### config.mk
export PLATFORM = sky130hd
export DESIGN_NAME = demux_1ton
export DESIGN_NICKNAME = d
export VERILOG_FILES = /design/src/rtl/demux_1ton.sv
export SDC_FILE = /design/constraint.sdc
export NUM_CORES = 1
export LEC_CHECK = 0
export ABC_AREA = 0
export ABC_CLOCK_PERIOD_IN_PS = 2400
export CAP_MARGIN = 0
export CORE_AREA = 2 2 64 66
export DETAILED_ROUTE_END_ITERATION = 6
export DIE_AREA = 0 0 66 68
export GPL_TIMING_DRIVEN = 0
export PLACE_DENSITY = 0.77
export SLEW_MARGIN = 10
export SYNTH_ARGS = -nofsm -noshare
export SYNTH_HDL_FRONTEND = slang
export SYNTH_SLANG_ARGS = --single-unit
### constraint.sdc
create_clock -name clk -period 2.4 [get_ports clk]
set_input_delay 0.48 -clock clk [delete_from_list [all_inputs] [get_ports clk]]
set_output_delay 0.48 -clock clk [all_outputs]
set_load 0.05 [all_outputs]
### src/rtl/demux_1ton.sv
// demux_1ton: routes one upstream valid/ready stream to NUM_CH output
// channels. Each channel has a one-entry output register.
//
// Parameters
//   BUS_WIDTH : data beat width in bits (1..32)
//   NUM_CH    : number of output channels, power of two in 2..8
//   MODE      : 0 = round-robin destination, 1 = explicit sel_in destination
//
// Ports
//   clk        : clock, all state updates on the rising edge
//   reset_L    : asynchronous active-low reset
//   valid_in   : upstream beat valid
//   data_in    : upstream beat data
//   sel_in     : destination channel (MODE 1 only), sampled with valid_in
//   ready_out  : upstream ready (combinational); transfer on valid_in && ready_out
//   ready_in   : per-channel sink ready, bit k = channel k
//   data_out   : channel k data at [k*BUS_WIDTH +: BUS_WIDTH]
//   valid_out  : per-channel data valid, bit k = channel k
//   ch_ptr     : MODE 0 next destination, MODE 1 last accepted destination
module demux_1ton #(
  parameter int unsigned  BUS_WIDTH = 8,
  parameter int unsigned  NUM_CH    = 4,
  parameter int unsigned  MODE      = 0,
  localparam int unsigned PTR_W     = $clog2(NUM_CH)
) (
  input  logic                        clk,
  input  logic                        reset_L,
  input  logic                        valid_in,
  input  logic [BUS_WIDTH-1:0]        data_in,
  input  logic [PTR_W-1:0]            sel_in,
  output logic                        ready_out,
  input  logic [NUM_CH-1:0]           ready_in,
  output logic [NUM_CH*BUS_WIDTH-1:0] data_out,
  output logic [NUM_CH-1:0]           valid_out,
  output logic [PTR_W-1:0]            ch_ptr
);

  // Channel registers and destination pointer
  logic [NUM_CH-1:0][BUS_WIDTH-1:0] r_data;
  logic [NUM_CH-1:0]                r_valid;
  logic [PTR_W-1:0]                 r_ch_ptr;

  // Next-state values and handshake terms
  logic [NUM_CH-1:0][BUS_WIDTH-1:0] w_data_nxt;
  logic [NUM_CH-1:0]                w_valid_nxt;
  logic [PTR_W-1:0]                 w_ptr_nxt;
  logic [PTR_W-1:0]                 w_dest;
  logic                             w_accept;

  // Destination: pointer in round-robin mode, sideband select otherwise
  assign w_dest = (MODE == 1) ? sel_in : r_ch_ptr;

  // Destination slot can take a beat if empty or draining this cycle;
  // intentionally independent of valid_in.
  assign ready_out = !r_valid[w_dest] || ready_in[w_dest];
  assign w_accept  = valid_in && ready_out;

  // Per-channel load / drain; a load wins over a same-cycle drain so a
  // streaming channel stays valid without a bubble.
  always_comb begin
    w_valid_nxt = r_valid;
    w_data_nxt  = r_data;
    for (int k = 0; k < int'(NUM_CH); k++) begin
      if (w_accept && (w_dest == PTR_W'(k))) begin
        w_valid_nxt[k] = 1'b1;
        w_data_nxt[k]  = data_in;
      end else if (r_valid[k] && ready_in[k]) begin
        w_valid_nxt[k] = 1'b0;
      end
    end
  end

  // Pointer advance; NUM_CH is a power of two so the increment wraps naturally
  always_comb begin
    w_ptr_nxt = r_ch_ptr;
    if (w_accept) begin
      w_ptr_nxt = (MODE == 1) ? sel_in : PTR_W'(r_ch_ptr + PTR_W'(1));
    end
  end

  // State registers; reset discards any held beats
  always_ff @(posedge clk or negedge reset_L) begin
    if (!reset_L) begin
      r_data   <= '0;
      r_valid  <= '0;
      r_ch_ptr <= '0;
    end else begin
      r_data   <= w_data_nxt;
      r_valid  <= w_valid_nxt;
      r_ch_ptr <= w_ptr_nxt;
    end
  end

  assign data_out  = r_data;
  assign valid_out = r_valid;
  assign ch_ptr    = r_ch_ptr;

endmodule

==> metrics.txt <==
mean post-synth cell area=16.4 µm²; std cell rows=23; setup ws final=0.0597 ns; RSZ-0062 raised after global routing=false; clock tree buffer depth=2; xor and xnor fraction of the mapped netlist area=0.00535; final setup violation count=0; chip width=66 µm; Tmin final=2.34 ns; final hold violation count=0; drt drc=0; port buffer count=52; clock skew=0.00570 ns; pin count of the biggest net entering global routing=39; Root Driver=clkbuf_8; post-synthesis compound-gate area fraction=0; Synth Area in Adders=0.0306; slowest CP cell=mux4_2; final worst path period share=0.975; CP Launch Type=input port; Min-Delay Path Class=input port to asynchronous set/reset pin; critical path class=input port to output port; Routed Antenna Nets=0; Skew-Pair Late Insertion Delay=0.28 ns; Syn Std Cell Area=0.00164 mm²; Syn Inst Count=100; FMAX=427 MHz; Mapped Nets=121; fraction of layout instances using a drive strength above 1=0.319; pre-CTS setup slack=-0.435 ns; crit-path cells=clkdlybuf4s50_1, nand2b_1, mux4_2, buf_6, buf_2; Die Ht=68 µm; reg2reg path depth=6; PostCTS Resize Cnt=5; max incr delay on CP=0.46 ns; Layout area overhead=41.5%; YS warnings=0; antenna violations before repair=0; Post-Synth Simple-Gate Area=0.0626; Post-CTS Setup Repair Bufs=0; post-synthesis mux area share=0.286; Arrival @ worst endpoint=1.86 ns; gpl congestion=0.685; CTS H-Tree Depth=2; Distinct cells, synth=15; Clock transition at path regs=0.07 ns; ant diodes=0; Avg WL per Cell=15.7 µm; Seq cells post-synth=38; crit-path max FO=9; number of global-route vias before repair=1050; first-pass GRT wire length=5.20 mm; Seq/Total Area, Yosys=0.581; Finished Layout Cells=210; WP data required=1.92 ns; max-slew violations=0; Pre-antenna DRT Iters=4; Starting DRT DRC Count=43; Tightest Pin Transition=0.822 ns; worst rel slew slack=0.452; max_cap viols=0; Core Util, Final=0.601; overall routing resource usage=0.162; post-DR vias/cell=4.76; status=complete, no violations; fin nets=180; via count=999; Cells after DPL=202; Post-CTS Hold Fix Bufs=0; Critical Path End Type=output port; initial core utilization=0.425; total CTS buffers=5; largest family of logic cells by synthesized area=multiplexers; Placeable Area=0.00386 mm²; CTS sink cnt=38; Final Routed Wirelength=3.30 mm; grt ovf=0; full die area=0.00449 mm²; TritonCTS clock tree=yes; DP HPWL=2.40 mm; IO Pins=56
-- worst max-delay path, delay by kind of cell --
kind	cells	cell delay [ns]
buffers and inverters	3	0.76
multiplexers	1	0.46
AND/OR/NAND/NOR	1	0.15
-- cells by family after synthesis --
group / after synthesis
muxes: 34
buffers and inverters: 7
xor gates and xnor gates: 1
adders and majority gates: 4
and+or+nand+nor: 16
DFF: 38
-- cell usage after synthesis --
cell / n / area, µm²
xnor2_1: 1 / 8.76
buf_6: 4 / 45.0
inv_1: 1 / 3.75
ha_1: 4 / 50.1
mux4_2: 1 / 22.5
mux2_2: 13 / 146
nand2_1: 5 / 18.8
clkbuf_1: 1 / 3.75
and3_4: 3 / 33.8
dfrtp_1: 38 / 951
mux2_4: 20 / 300
inv_2: 1 / 3.75
nand3_2: 1 / 10.0
nand3_1: 3 / 15.0
nand2b_1: 4 / 25.0
-- stage by stage --
| stage | area [µm²] | hold WS (ns) | TNS (ns) |
|---|---|---|---|
| floorplan | 1640 | 0.184 | 0 |
| global route | 2320 | 0.353 | 0 |
| CTS | 2320 | 0.324 | 0 |
| detailed placement | 2220 | 0.494 | -0.551 |
| finish | 2320 | 0.288 | 0 |
| global placement | 2220 | 0.489 | -0.426 |
-- registers in the layout, summed over array words and instances (netlist names) --
| signal | flops |
|---|---|
| ch_ptr | 2 |
| data_out | 32 |
| valid_out | 4 |
-- layout make-up --
| class | count | area (µm²) |
|---|---|---|
| fill | 312 | 1540 |
| buffer | 5 | 48.8 |
| inverter | 2 | 7.51 |
| sequential | 38 | 951 |
| tap | 50 | 62.6 |
| clock inverter | 1 | 30.0 |
| timing repair buffer | 52 | 510 |
| clock buffer | 7 | 76.3 |
| multi-input combinational | 55 | 631 |
-- layer usage --
metal / vias to the layer above / track usage / wire, µm / part of all wire
met3: 9 / 0.0378 / 156 / 0.047
met5: - / 0 / 0 / 0
met4: 0 / 0.0918 / 76 / 0.023
met2: 37 / 0.264 / 1630 / 0.49
met1: 497 / 0.199 / 1440 / 0.44
li1: 456 / - / - / -
-- worst paths after layout --
| kind | startpoint | end | slack [ns] |
|---|---|---|---|
| worst max-delay path | ready_in[3] | ready_out | 0.06 |
| worst min-delay path | reset_L | data_out[22]$_DFFE_PN0P_ | 0.29 |
| worst max register to register | ch_ptr[0]$_DFFE_PN0P_ | data_out[7]$_DFFE_PN0P_ | 0.44 |
| worst min register to register | valid_out[0]$_DFFE_PN0P_ | valid_out[0]$_DFFE_PN0P_ | 0.51 |
| max in group asynchronous | reset_L | ch_ptr[1]$_DFFE_PN0P_ | 1.59 |
| min in group clk | valid_out[0]$_DFFE_PN0P_ | valid_out[0]$_DFFE_PN0P_ | 0.51 |
-- cells in the final DEF (no fill, tap or decap) --
| cell | n |
|---|---|
| dfrtp_1 | 38 |
| inv_2 | 1 |
| clkdlybuf4s50_1 | 50 |
| mux4_2 | 1 |
| nand3_1 | 3 |
| clkbuf_8 | 5 |
| mux2_4 | 20 |
| buf_2 | 2 |
| buf_6 | 4 |
| nand2b_1 | 4 |
| mux2_2 | 13 |
| ha_1 | 4 |
| inv_1 | 1 |
| nand3_2 | 1 |
| xnor2_1 | 1 |
| clkbuf_1 | 3 |
| bufinv_16 | 1 |
| nand2_1 | 5 |
| and3_4 | 3 |
Power is not shown: default switching activity piles up to over one toggle a cycle in this logic, so the estimate is an artifact.
